[config.mk]
export PLATFORM = sky130hd
export DESIGN_NAME = instr_queue
export DESIGN_NICKNAME = d
export VERILOG_FILES = /design/src/rtl/instr_queue_pkg.sv /design/src/rtl/instr_queue.sv
export SDC_FILE = /design/constraint.sdc
export NUM_CORES = 1
export LEC_CHECK = 0
export BUFFER_PORTS_ARGS = -buffer_cell sky130_fd_sc_hd__buf_2
export CAP_MARGIN = 20
export CORE_MARGIN = 3
export CORE_UTILIZATION = 54
export DETAILED_ROUTE_END_ITERATION = 12
export GPL_TIMING_DRIVEN = 0
export PLACE_DENSITY = 0.77
export REMOVE_ABC_BUFFERS = 1
export SYNTH_ARGS = -nofsm -noshare
export SYNTH_HDL_FRONTEND = slang
export SYNTH_SLANG_ARGS = --single-unit
export TNS_END_PERCENT = 30
[constraint.sdc]
create_clock -name clk -period 25.1 [get_ports clk]
set_clock_uncertainty 0.2 [all_clocks]
set_input_delay 2.51 -clock clk [delete_from_list [all_inputs] [get_ports clk]]
set_output_delay 2.51 -clock clk [all_outputs]
set_load 0.1 [all_outputs]
[src/rtl/instr_queue_pkg.sv]
// Shared types for the decode-to-dispatch instruction queue:
// the RVFI debug word and the Tomasulo control word.
package rv32i_types;

  typedef struct packed {
    logic        valid;
    logic [31:0] inst;
    logic [31:0] pc_rdata;
    logic [31:0] pc_wdata;
    logic [4:0]  rd_addr;
    logic [31:0] rd_wdata;
  } rvfi_word;

endpackage

package tomasula_types;

  localparam int IQ_DEPTH = 8;

  typedef enum logic [2:0] {
    OP_ALU  = 3'd0,
    OP_IMM  = 3'd1,
    OP_LOAD = 3'd2,
    OP_STOR = 3'd3,
    OP_BR   = 3'd4,
    OP_JAL  = 3'd5,
    OP_JALR = 3'd6,
    OP_LUI  = 3'd7
  } op_t;

  typedef struct packed {
    op_t         op;
    logic [31:0] pc;
    logic [4:0]  rd;
    logic [4:0]  rs1;
    logic [4:0]  rs2;
    logic [31:0] imm;
  } ctl_word;

  typedef struct packed {
    ctl_word              ctrl;
    rv32i_types::rvfi_word rvfi;
  } iq_entry_t;

endpackage

[src/rtl/instr_queue.sv]
// Circular queue between decode/IR and dispatch, flushed
// in one cycle on mispredict.
module instr_queue #(
  parameter int DEPTH = tomasula_types::IQ_DEPTH,
  parameter int PTR_W = $clog2(DEPTH)
) (
  input  logic                    clk,
  input  logic                    rst,
  input  logic                    ld_iq,
  input  tomasula_types::ctl_word ctrl_in,
  input  rv32i_types::rvfi_word   rvfi_in,
  output logic                    iq_ack,
  input  logic                    deq_ready,
  output logic                    deq_valid,
  output tomasula_types::ctl_word deq_ctrl,
  output rv32i_types::rvfi_word   deq_rvfi,
  input  logic                    flush,
  output logic                    full,
  output logic                    empty,
  output logic [PTR_W:0]          count
);

  import tomasula_types::*;

  localparam logic [PTR_W:0] PTR_ONE = {{PTR_W{1'b0}}, 1'b1};

  iq_entry_t mem [DEPTH];

  logic [PTR_W:0]   head;
  logic [PTR_W:0]   tail;
  logic [PTR_W-1:0] head_idx;
  logic [PTR_W-1:0] tail_idx;
  logic             deq_fire;

  assign head_idx = head[PTR_W-1:0];
  assign tail_idx = tail[PTR_W-1:0];

  assign empty = (head == tail);
  assign full  = (head_idx == tail_idx) &&
                 (head[PTR_W] != tail[PTR_W]);
  assign count = tail - head;

  assign deq_valid = ~empty;
  assign deq_ctrl  = mem[head_idx].ctrl;
  assign deq_rvfi  = mem[head_idx].rvfi;

  // A full queue still accepts when the head leaves this edge.
  assign deq_fire = deq_valid & deq_ready & ~flush;
  assign iq_ack   = ld_iq & ~flush & ~rst &
                    (~full | deq_fire);

  always_ff @(posedge clk) begin
    if (rst || flush) begin
      head <= '0;
      tail <= '0;
    end else begin
      if (iq_ack)
        tail <= tail + PTR_ONE;
      if (deq_fire)
        head <= head + PTR_ONE;
    end
  end

  always_ff @(posedge clk) begin
    if (iq_ack)
      mem[tail_idx] <= '{ctrl: ctrl_in, rvfi: rvfi_in};
  end

endmodule
---- Yosys cells after proc, flatten, opt, wreduce, memory -nomap -nowiden ----
Memories as Yosys holds them, arrays and structs flattened. A register that Yosys moved wholly into a read port is not among the register bits.
Index checks and enable logic that the tools add are counted.
word-level totals
  input port bits ......................... 221
  bits in writable memories ............... 1,728
  memories ................................ 1
  flip-flop bits (word level) ............. 8
operators by class
  equal/unequal tests ..................... 3
  reduce and logical (&&, ||, !) cells .... 2
  muxes and demuxes ....................... 4
  add/subtract/negate cells ............... 3
  bitwise logic cells ..................... 10
memories
  name  depth  width  rd ports  clocked after memory_dff  wr ports  line               text
  mem   8      216    1         1                         1         instr_queue.sv:27  iq_entry_t mem [DEPTH];
operators with widths
  kind                                                           number
  4-bit by 1-bit adder with 4-bit output, second input constant  2
  3-bit 2-to-1 mux                                               2
  1-bit bitwise AND                                              5
  4-bit equality test                                            1
  1-bit inverter                                                 4
  4-bit subtractor                                               1
  3-bit equality test                                            1
  1-bit 2-to-1 mux                                               2
  1-bit logical AND                                              1
  1-bit logical OR                                               1
  1-bit != test                                                  1
  1-bit OR                                                       1

---- Longest topological paths before layout ----
Gate-level depths: netlist (run 1).
  depth in word-level cells ............... 8
  mapped depth ............................ 6
  gate-level depth less buffers ........... 6

---- Worst setup path after synthesis (run 1) ----
OpenSTA, ideal clock, no wires.
  kind .................................... input to register
  start ................................... input flush
  end ..................................... memory mem[0][0] (netlist name), enable pin
  arrival ................................. 25.085 ns
  slack ................................... -1.580 ns
  path buffers ............................ 0
  cell stages on the path ................. 3
  path through ............................ or3b_1 > nor2_1 > nor4b_1
on the way
  longest elaborated chain between the ends .. 6
ends and longest elaborated chain
  element                                               line                                  text
  start: declaration                                    instr_queue.sv:17                     input logic flush,
  1-bit inverter *                                      instr_queue.sv:48, instr_queue.sv:49
  1-bit bitwise AND, on equally long branches           instr_queue.sv:49, instr_queue.sv:48
  1-bit bitwise AND / 1-bit OR (equally long branches)  instr_queue.sv:49, instr_queue.sv:50
  1-bit bitwise AND *                                   instr_queue.sv:49                     assign iq_ack = ld_iq & ~flush & ~rst &
  1-bit 2-to-1 mux *                                    instr_queue.sv:65                     if (iq_ack)
  1-bit 2-to-1 mux (not written as such) *              instr_queue.sv:66                     mem[tail_idx] <= '{ctrl: ctrl_in, rvfi: rvfi_in};
  end: declaration                                      instr_queue.sv:27
Every way passes the cells marked *; elsewhere a longest branch is shown, timed or not.

==> summary.md, run 1 <==
| Metric | Value |
|---|---|
| Final number of hold-violating endpoints | `0` |
| Max-slew violation count | `0` |
| Number of standard cells after synthesis | `2576` |
| Post-cts sizing count | `0` |
| GRT Total Usage | `22.6%` |
| Type of the setup path with the least slack | `reg -> out` |
| Syn avg cell area | `25.4 um2` |
| Register clock-pin slew on the reported worst setup and hold paths | `70 ps` |
| Worst min-delay path class | `reg -> reg` |
| Via count of the first global-routing pass | `31.9k` |
| Tightest Pin Transition | `849 ps` |
| Final hold slack | `434 ps` |
| Final cell area excluding filler cells | `77500 um2` |
| PnR Total Power | `0.00586 W` |
| TritonRoute pass-1 iters | `7` |
| Area share of the leading cell type in the synthesized netlist | `79.2%` |
| Die Outline Area | `126000 um2` |
| Port buffer count | `444` |
| I/O pin total | `445` |
| Number of clock sinks seen by CTS | `1739` |
| Leading cell type in the layout, fill and taps excluded | `edfxtp_1` |
| Worst-path maximum fanout | `46` |
| Width of the chip | `354 um` |
| Unrepaired setup endpoints after global routing | `false` |
| Pin count of the biggest net entering global routing | `69` |
| Clock latency on the worst-skew pair | `790 ps` |
| Initial antenna violation count | `34` |
| Global route overflow | `0` |
| Routed wirelength normalized by instance count | `27.4 um` |
| Final period util | `26.6%` |
| Clock tree from TritonCTS | `built` |
| Type of element capturing the critical path | `output port` |
| Top library cells by usage in the layout, fill and taps aside | `1728 x edfxtp_1, 444 x buf_2, 432 x mux4_2, 216 x mux2_2, 173 x clkbuf_16` |
| Headroom to the max-slew limit | `43.4%` |
| Post-detailed-route DRC marker count | `0` |
| Root buf cell | `clkbuf_16` |
| Vias per cell | `5.92` |
| Leak Pwr | `24.7 nW` |
| Final net count | `3527` |
| Critical path data arrival time | `3970 ps` |
| Sort of element at the start of the critical path | `flip-flop` |
| Sum of net half-perimeters after detailed placement | `90600 um` |
| Longest Clk Path Bufs | `3` |
| Final GP Congestion | `0.745` |
| Initial standard-cell utilization of the core | `54.5%` |
| Peak clock frequency supported by timing | `0.150 GHz` |
| Data required time of the worst path | `22390 ps` |
| Netlist area before placement | `65500 um2` |
| CTS Hold Buffers Added | `0` |
| Cell count after placement | `4741` |
| Number of H-tree branching levels | `4` |
| Cell row count | `127` |
| Routed Antenna Nets | `0` |
| Count of vias placed by the detailed router | `30.0k` |
| Vertical die dimension | `354 um` |
| Share of cells above drive strength 1 | `45.8%` |
| Power density cells | `75.6 nW/um2` |
| Number of CTS-inserted buffers | `169` |
| Count of max-cap constraint violations | `0` |
| Final count of negative-setup-slack endpoints | `0` |
| Count of synthesis-stage warnings from yosys | `0` |
| Final wirelength | `139000 um` |
| Leading cell types by total area after synthesis | `edfxtp_1 79%, mux4_2 15%, mux2_2 3.7%, buf_6 0.72%, dfxtp_1 0.34%` |
| Core box area | `120000 um2` |
| Violation count after the first detailed-routing iteration | `2928` |
| Post-CTS Setup Inserts | `0` |
| Seq/Total Area, Yosys | `79.5%` |
| Minimum clock period after layout | `6680 ps` |
| Non-filler instance count after layout | `5073` |
| Cell type contributing the most total cell area after synthesis | `edfxtp_1` |
| Worst vdd ir | `0.0000787 V` |
| Run status | `finished, final reports clean` |
| Number of synthesized register bits | `1739` |
| First-pass GRT wire length | `209000 um` |
| Yosys cell types | `36` |
| Synthesis-to-finish area growth | `18.3%` |
| Placed cell area | `72100 um2` |
-- power breakdown --
part	internal, W	total, W	switching [W]
combinational	0.0000534	0.000213	0.000159
sequential	0.00321	0.00321	0.00000439
clock	0.00139	0.00243	0.00104
total	0.00465	0.00586	0.00121
-- per-stage QoR --
stage               utilization [%]  TNS (ps)  setup slack (ps)
finish                         64.5         0             18420
detailed placement             60.0         0             18660
floorplan                         -   -341250             -1580
global route                   64.5         0             18110
CTS                            64.5         0             18270
global placement               57.4         -            -27220
-- worst max-delay path: stages, from the launching register on --
cell,delay (ps)
dfxtp_4,670
buf_16,310
buf_16,280
buf_16,320
buf_16,330
mux4_2,560
mux2_2,310
buf_2,300
-- cell type report --
| type | count | area (um2) |
|---|---|---|
| multi-input combinational | 708 | 12600 |
| sequential | 1739 | 52100 |
| antenna | 22 | 55.1 |
| clock buffer | 203 | 4440 |
| tap | 1612 | 2020 |
| inverter | 8 | 30.0 |
| timing repair buffer | 674 | 5280 |
| clock inverter | 107 | 942 |
| fill | 7470 | 42600 |
-- state kept, by name, indices dropped and copies added (netlist names), named ones only --
signal	cells
mem	1728
head	4
tail	4
-- final timing paths --
| kind | from | endpoint | slack (ps) | depth (start not counted) |
|---|---|---|---|---|
| setup / recovery | flip-flop | deq_rvfi[116] | 18420 | 7 |
| hold / removal | head[1] | flip-flop | 430 | 2 |
| setup reg to reg | tail[0] | mem[1][93] | 20320 | 15 |
| hold reg to reg | head[1] | flip-flop | 430 | 2 |
-- Yosys cell counts, drive strengths merged --
master     n
edfxtp  1728
mux4     432
mux2     216
buf       85
clkbuf    36
nor2      13
dfxtp     11
inv        8
ha         5
nor3       5
xnor2      5
nand3      3
o21ai      3
xor2       3
a21oi      2
nand2      2
nand2b     2
nand4      2
o21a       2
or3        2
a21o       1
fa         1
mux2i      1
nor2b      1
nor4       1
nor4b      1
o211ai     1
o311ai     1
o31ai      1
or2        1
or3b       1
-- logic make-up (layout without fill, tap and decap cells) --
group / after synthesis / after routing / share of synthesized area (%)
compound gates: 11 / 11 / 0.109
xor+xnor: 8 / 8 / 0.118
fa+ha+maj: 6 / 6 / 0.126
buf+inv: 129 / 992 / 1.25
flops: 1739 / 1739 / 79.5
mux: 649 / 649 / 18.6
other cells: 0 / 22 / 0
simple gates: 34 / 34 / 0.267
-- routing by layer --
layer	wire length, um	GRT usage, %	vias up	part of all wire (%)
met4	3570	7.01	20	2.6
met3	11000	5.25	266	7.9
met1	53400	30.5	15800	38
met5	119	0	-	0.086
met2	71000	37.0	1310	51
li1	-	-	12600	-
(Power assumes the default switching activity.)
==> inputs of run 2 (changes only) <==
--- a/config.mk
+++ b/config.mk
@@ -8,10 +8,10 @@
 export BUFFER_PORTS_ARGS = -buffer_cell sky130_fd_sc_hd__buf_2
 export CAP_MARGIN = 20
 export CORE_MARGIN = 3
-export CORE_UTILIZATION = 54
+export CORE_UTILIZATION = 60
 export DETAILED_ROUTE_END_ITERATION = 12
 export GPL_TIMING_DRIVEN = 0
-export PLACE_DENSITY = 0.77
+export PLACE_DENSITY = 0.81
 export REMOVE_ABC_BUFFERS = 1
 export SYNTH_ARGS = -nofsm -noshare
 export SYNTH_HDL_FRONTEND = slang
==> constraint.sdc (replaced) <==
create_clock -name clk -period 6.5 [get_ports clk]
set_clock_uncertainty 0.2 [all_clocks]
set_input_delay 0.65 -clock clk [delete_from_list [all_inputs] [get_ports clk]]
set_output_delay 0.65 -clock clk [all_outputs]
set_load 0.1 [all_outputs]
==> run 2 against run 1 <==
  * Setup slack lost 17000 ps
  * Sequential cell count is the same
  * First-iteration DRC count grew 25%
  * Total power grew to 3.9 times the previous value
  * Critical endpoint is now mem[1][171]
==> summary.md, run 2 (synthesized netlist as in run 1, its figures left out) <==
| Metric | Value |
|---|---|
| Max-slew violation count | `0` |
| Vias per cell | `6.33` |
| Routed wirelength normalized by instance count | `30.1 um` |
| GRT Total Usage | `27.4%` |
| Routed Antenna Nets | `0` |
| Final number of hold-violating endpoints | `0` |
| Top library cells by usage in the layout, fill and taps aside | `1728 x edfxtp_1, 444 x buf_2, 432 x mux4_2, 218 x dlygate4sd3_1, 216 x mux2_2` |
| Sum of net half-perimeters after detailed placement | `90300 um` |
| First-pass GRT wire length | `225000 um` |
| Post-CTS Setup Inserts | `0` |
| Tightest Pin Transition | `1080 ps` |
| Leading cell type in the layout, fill and taps excluded | `edfxtp_1` |
| Leak Pwr | `25.5 nW` |
| Final cell area excluding filler cells | `79100 um2` |
| Final period util | `83.9%` |
| Die Outline Area | `113000 um2` |
| Final hold slack | `109 ps` |
| Worst-path maximum fanout | `8` |
| Core box area | `108000 um2` |
| Type of element capturing the critical path | `flip-flop` |
| Clock latency on the worst-skew pair | `780 ps` |
| Clock tree from TritonCTS | `built` |
| Worst vdd ir | `0.000458 V` |
| Headroom to the max-slew limit | `28.0%` |
| Placed cell area | `71700 um2` |
| Port buffer count | `444` |
| Post-cts sizing count | `0` |
| Width of the chip | `336 um` |
| Final wirelength | `152000 um` |
| Via count of the first global-routing pass | `33.9k` |
| Violation count after the first detailed-routing iteration | `3661` |
| Post-detailed-route DRC marker count | `0` |
| Final GP Congestion | `0.746` |
| Registers with the highest flip-flop counts | `mem x1728, head x4, tail x4` |
| Power density cells | `285 nW/um2` |
| TritonRoute pass-1 iters | `6` |
| Largest register FFs | `1728` |
| Largest Register | `mem` |
| Cell row count | `120` |
| Sort of element at the start of the critical path | `flip-flop` |
| Vertical die dimension | `336 um` |
| Final sum of negative setup slack | `0 ps` |
| Count of max-cap constraint violations | `0` |
| Initial antenna violation count | `21` |
| Final net count | `3736` |
| Count of vias placed by the detailed router | `32.0k` |
| Pin count of the biggest net entering global routing | `67` |
| Non-filler instance count after layout | `5062` |
| Critical path data arrival time | `5720 ps` |
| CTS Hold Buffers Added | `218` |
| Number of clock sinks seen by CTS | `1739` |
| Peak clock frequency supported by timing | `0.183 GHz` |
| Share of cells above drive strength 1 | `42.7%` |
| Longest Clk Path Bufs | `3` |
| Type of the setup path with the least slack | `reg -> reg` |
| Cell count after placement | `4526` |
| Worst min-delay path class | `in -> reg` |
| Synthesis-to-finish area growth | `20.7%` |
| Final count of negative-setup-slack endpoints | `0` |
| Root buf cell | `clkbuf_16` |
| Run status | `finished, final reports clean` |
| Register clock-pin slew on the reported worst setup and hold paths | `70 ps` |
| I/O pin total | `445` |
| Initial standard-cell utilization of the core | `60.8%` |
| Count of filler cells inserted in the layout | `5431` |
| Number of H-tree branching levels | `4` |
| Data required time of the worst path | `6770 ps` |
| Minimum clock period after layout | `5450 ps` |
| Unrepaired setup endpoints after global routing | `false` |
| Global route overflow | `0` |
| Number of CTS-inserted buffers | `166` |
run 2: worst max-delay path: stages, from the launching register on:
cell and delay (ps):
dfxtp_1 600, inv_1 170, ha_1 350, nand3_1 350
nor3_2 220, nand2b_1 440, nor4_2 720, buf_4 330
buf_4 180, buf_4 180, buf_4 200, buf_4 190
buf_4 190, buf_4 180, buf_4 190, buf_4 200
buf_4 200
run 2: through the flow:
stage,setup slack [ps],utilization (%),total power (W)
final,1050,73.5,0.0226
after global routing,1010,73.5,0.0232
after CTS,1300,73.4,0.0226
after detailed placement,1440,66.6,0.0135
after global placement,-42280,63.8,0.0135
after floorplan,-18320,-,0.0132
run 2: metal layers:
layer	share of wire (%)	wire length [um]	GRT usage [%]
met5	0.020	30	0
met4	3.5	5270	10.1
met3	9.3	14200	5.71
met2	52	78700	46.2
met1	35	54000	35.8
run 2: power by group:
part	leakage, nW	internal, W	switching, W
logic	7.30	0.000292	0.000666
registers	15.7	0.0124	0.0000203
clock network	2.53	0.00519	0.00402
run 2: area by class of cell:
class                   count  area [um2]  share of cell area [%]
well taps                1403        1760                    2.22
clock inverters            78         654                   0.827
multi-input cells         708       12600                    16.0
clock buffers             221        4500                    5.69
inverters                   8        30.0                  0.0380
diodes                     19        47.5                  0.0601
flip-flops and latches   1739       52100                    65.9
repair buffers            886        7350                    9.30
run 2: final timing paths:
| check | startpoint | end | slack [ps] | cells past startpoint |
|---|---|---|---|---|
| worst max-delay path | tail[0] | mem[1][171] | 1050 | 16 |
| worst min-delay path | flush | tail[0] | 110 | 3 |
| worst max register to register | tail[0] | mem[1][171] | 1050 | 16 |
| worst min register to register | tail[3] | tail[3] | 470 | 2 |
